[src/rtl/operand_sequencer.sv]
// Operand sequencer: collects a minuend/subtrahend byte pair, lets an external
// subtractor settle, then captures its result and flags for a valid/ready consumer.
module operand_sequencer #(
   parameter int SETTLE = 1
) (
   input  logic       clk,
   input  logic       reset,
   input  logic [7:0] in_data,
   input  logic       in_valid,
   output logic       in_ready,
   output logic [7:0] num1,
   output logic [7:0] num2,
   input  logic [8:0] sout,
   output logic [7:0] res_data,
   output logic       res_cout,
   output logic       res_zero,
   output logic       res_neg,
   output logic       res_ovf,
   output logic       res_valid,
   input  logic       res_ready,
   output logic [7:0] res_count
);

   typedef enum logic [1:0] {GET_A, GET_B, WAIT, OUT} state_t;

   localparam logic [3:0] SETTLE_L = 4'(SETTLE);

   state_t     r_state;
   logic [3:0] r_settle;
   logic [7:0] r_num1;
   logic [7:0] r_num2;
   logic [7:0] r_res_data;
   logic       r_res_cout;
   logic       r_res_zero;
   logic       r_res_neg;
   logic       r_res_ovf;
   logic       r_res_valid;
   logic [7:0] r_res_count;
   logic       w_in_ready;
   logic       w_accept;

   assign w_in_ready = !reset && (r_state == GET_A || r_state == GET_B);
   assign w_accept   = in_valid && w_in_ready;

   always_ff @(posedge clk) begin
      if (reset) begin
         r_state     <= GET_A;
         r_settle    <= 4'd0;
         r_num1      <= 8'd0;
         r_num2      <= 8'd0;
         r_res_data  <= 8'd0;
         r_res_cout  <= 1'b0;
         r_res_zero  <= 1'b0;
         r_res_neg   <= 1'b0;
         r_res_ovf   <= 1'b0;
         r_res_valid <= 1'b0;
         r_res_count <= 8'd0;
      end else begin
         case (r_state)
            GET_A: begin
               if (w_accept) begin
                  r_num1  <= in_data;
                  r_state <= GET_B;
               end
            end
            GET_B: begin
               if (w_accept) begin
                  r_num2   <= in_data;
                  r_settle <= SETTLE_L;
                  r_state  <= WAIT;
               end
            end
            WAIT: begin
               // Operands have been stable for SETTLE edges when the count reaches 1.
               if (r_settle == 4'd1) begin
                  r_res_data  <= sout[7:0];
                  r_res_cout  <= sout[8];
                  r_res_zero  <= (sout[7:0] == 8'd0);
                  r_res_neg   <= sout[7];
                  r_res_ovf   <= (r_num1[7] != r_num2[7]) && (sout[7] != r_num1[7]);
                  r_res_valid <= 1'b1;
                  r_settle    <= 4'd0;
                  r_state     <= OUT;
               end else begin
                  r_settle <= r_settle - 4'd1;
               end
            end
            OUT: begin
               if (res_ready) begin
                  r_res_valid <= 1'b0;
                  r_res_count <= r_res_count + 8'd1;
                  r_state     <= GET_A;
               end
            end
            default: r_state <= GET_A;
         endcase
      end
   end

   assign in_ready  = w_in_ready;
   assign num1      = r_num1;
   assign num2      = r_num2;
   assign res_data  = r_res_data;
   assign res_cout  = r_res_cout;
   assign res_zero  = r_res_zero;
   assign res_neg   = r_res_neg;
   assign res_ovf   = r_res_ovf;
   assign res_valid = r_res_valid;
   assign res_count = r_res_count;

endmodule

[config.mk]
export PLATFORM = sky130hd
export DESIGN_NAME = operand_sequencer
export DESIGN_NICKNAME = d
export VERILOG_FILES = /design/src/rtl/operand_sequencer.sv
export SDC_FILE = /design/constraint.sdc
export NUM_CORES = 1
export LEC_CHECK = 0
export ABC_AREA = 1
export CAP_MARGIN = 10
export CORE_ASPECT_RATIO = 0.75
export CORE_MARGIN = 2
export CORE_UTILIZATION = 35
export DETAILED_ROUTE_END_ITERATION = 10
export PLACE_DENSITY = 0.72
export SYNTH_ARGS = -nofsm -noshare
export SYNTH_HDL_FRONTEND = slang
export SYNTH_SLANG_ARGS = --single-unit
[constraint.sdc]
create_clock -name clk -period 1.5 [get_ports clk]
set_clock_uncertainty 0.1 [all_clocks]
set_input_delay 0.375 -clock clk [delete_from_list [all_inputs] [get_ports clk]]
set_output_delay 0.375 -clock clk [all_outputs]
set_load 0.02 [all_outputs]
==> flow_metrics.py <==
metrics = {
    "status": {
        "status": "finished with violations",
        "violations": "setup timing",
    },
    "synth": {
        "synth_top_family_by_area": "simple AND/OR/NAND/NOR gates",
        "synth-simple-area-share": 0.230,
        "syn_avg_cell_area_um2": 7.41,
        "synthCells": 252,
        "yosysSeqAreaShare": 0.450,
        "synth_seq_cells": 42,
        "synth_cell_type_count": 28,
        "synth_area_leaders": "dfxtp_1 (45%), nand2_1 (8.0%), o21ai_0 (8.0%), nor2_1 (7.6%), a21oi_1 (7.2%)",
        "netlist_area_mm2": 0.00187,
        "synth_xor_area_frac": 0.00938,
        "syn-num-nets": 280,
        "synthAdderAreaFrac": 0.0469,
        "synth_top_area_frac": 0.450,
        "yosysTopAreaCell": "dfxtp_1",
        "synth.area.mux_share": 0,
        "ys_warn_count": 0,
        "synth_compound_area_frac": 0.159,
    },
    "setup_path": {
        "path_class": "reg -> out",
        "worst-path-buf-inv": 3,
        "slowest_stage": "dfxtp_4",
        "path_common_cell": "inv_4",
        "cpPeakStageDelay_ps": 370,
        "r2r_cells": 9,
        "worstPathMaxFanout": 3,
        "path_cells": "inv_4 -> ha_4 -> inv_4 -> a21oi_2 -> buf_6",
        "r2r_slack_ps": -50,
        "cp_top_family": "flip-flops",
        "reg2reg_from": "r_state[1]",
        "r2r_end": "num2[1]",
        "required_ps": 1020,
        "crit_arrival_ps": 1170,
        "worstSetupEndpointType": "output pin",
        "startpoint_type": "register",
    },
    "hold_path": {
        "hold_depth": 2,
        "hold_end": "num2[6]",
        "min_from": "num2[6]",
        "hold_path.class": "reg -> reg",
    },
    "power_and_ir_drop": {
        "irDropWorstVdd_mv": 0.519,
        "p_per_area_mw_per_mm2": 1170,
        "p_clk_frac": 0.205,
        "switching_share": 0.362,
        "intPower_uw": 2270,
        "total_power_uw": 3570,
        "p_leak_uw": 0.00138,
        "p_seq_frac": 0.388,
        "combPwrFrac": 0.406,
        "netSwitchingPower_uw": 1290,
    },
    "timing": {
        "max-slew-margin-rel": 0.841,
        "hold_viol": 0,
        "drv_slew": 0,
        "finalSetupViolCount": 14,
        "post-route-worst-setup-slack_ps": -148,
        "rsz0062_at_grt": "true",
        "min_period_ps": 1650,
        "worstMarginPinSlew_ps": 236,
        "fmax_mhz": 607,
        "finalCritPeriodShare": 1.10,
        "holdWs_ps": 341,
    },
    "cells_and_area": {
        "layout.nets": 373,
        "fin_cells": 418,
        "stdcell_area_mm2": 0.00304,
        "seq_area_um2": 846,
        "antenna_cells": 0,
        "multi_input_area_um2": 990,
        "nFillCells": 440,
        "final_cell_mix": "dfxtp_1 (40), nand2_1 (36), nor2_1 (32)",
        "layout-drive-gt1-share": 0.260,
        "area_growth_pct": 62.6,
        "final_common_cell": "dfxtp_1",
    },
    "floorplanning": {
        "coreArea_mm2": 0.00501,
        "die_w_um": 88.3,
        "die-height_um": 67.3,
        "die_area_mm2": 0.00594,
        "start_util": 0.373,
        "num_rows": 22,
        "num_io_pins": 59,
    },
    "route": {
        "drc": 0,
        "ant_nets": 0,
        "dr.pass1.iters": 4,
        "wl_per_cell_um": 11.2,
        "vias_per_cell": 4.49,
        "via_count": 1878,
        "dr.first_iter.drc_count": 106,
        "drt-total-wl_um": 4670,
    },
    "clock_tree": {
        "root_buffer": "clkbuf_8",
        "cts_hold_buffers": 0,
        "insertion_delay_ps": 300,
        "cts-htree-levels": 2,
        "path_clk_slew_ps": 80,
        "cts_made_buffers": 5,
        "clock_sinks": 42,
        "clk_path_buf_depth": 2,
        "cts_tree": "built",
    },
    "global_routing": {
        "grt_pass1_vias": 1636,
        "grt_start_max_net_pins": 28,
        "grt.total_usage": 0.155,
        "gr-total-overflow": 0,
        "antenna_found_initial": 0,
        "grt_pass1_wl_um": 7180,
    },
    "placement": {
        "placed_cells": 403,
        "placed_area_mm2": 0.00273,
        "dp_hpwl_um": 3160,
        "port_buffers": 58,
        "dp_slack_ps": -571,
        "gp_congestion": 0.748,
    },
    "flow_run": {
        "cap_viol_max_count": 0,
    },
}
[cell families after synthesis]
group                      after synthesis
and+or+nand+nor                         96
AOI/OAI and AO/OA                       59
buffers and inverters                   46
DFF                                     42
adders and majority gates                7
xor gates and xnor gates                 2
[power groups by stage]
| stage | sequential (uW) | combinational, uW | clock [uW] |
|---|---|---|---|
| 2_1_floorplan | 1500 | 603 | 0 |
| 3_3_place_gp | 1390 | 1250 | 0 |
| 3_5_place_dp | 1390 | 1270 | 0 |
| 4_1_cts | 1370 | 1290 | 747 |
| 5_1_grt | 1410 | 1610 | 799 |
| 6_report | 1380 | 1450 | 733 |
[tightest hold or removal path, cell delays in order (launching register included)]
cell and delay [ps]:
dfxtp_1 310, inv_1 40, a21oi_1 50
[cell usage after synthesis (all sizes together)]
master	count
o21ai	31
nor2	40
clkbuf	1
nor3	4
xnor2	1
xor2	1
ha	7
a31oi	1
a21oi	27
nand2	42
or2	1
nand3b	1
buf	8
dfxtp	42
nand4	2
nand3	6
inv	37
[flip-flops by register name, summed over array words and instances, names as in the netlist]
name,cells
r_state,2
r_settle,4
res_ovf,1
num1,8
res_cout,1
res_data,8
num2,8
res_count,8
res_zero,1
res_valid,1
[worst max path at each step]
stage,slack [ps],endpoint,cells past startpoint,from
floorplan,30,num2[7],8,r_state[1]
global placement,-570,in_ready,3,reset
detailed placement,-570,in_ready,3,reset
CTS,-180,in_ready,5,r_state[0]
global route,-200,in_ready,5,r_state[0]
finish,-150,in_ready,5,r_state[0]
[area by class of cell]
cell class	count	area share
inverters	37	0.0499
clock inverters	2	0.00453
multi-input cells	164	0.326
flip-flops and latches	42	0.279
well taps	72	0.0297
repair buffers	95	0.287
clock buffers	6	0.0239
[stage by stage]
step	util	TNS, ps
floorplan	-	0
global placement	0.544	-12680
detailed placement	0.544	-13250
CTS	0.566	-1110
global route	0.606	-2060
finish	0.606	-528
[routing by layer]
| layer | up-vias | part of all wire | global-route usage |
|---|---|---|---|
| met4 | 0 | 0.016 | 0.0511 |
| met2 | 46 | 0.45 | 0.241 |
| met5 | - | 0 | 0 |
| li1 | 988 | - | - |
| met1 | 835 | 0.49 | 0.206 |
| met3 | 9 | 0.048 | 0.0489 |
[what timing repair did]
item                                   4_1_cts  5_1_grt
gates resized for setup                     62       59
setup endpoints to repair                   74       47
endpoints found under the hold margin        0        0
cloned                                       1        0
pin swaps                                    2       13
setup buffers                                1        5
Power figures use the tool's default switching activity.
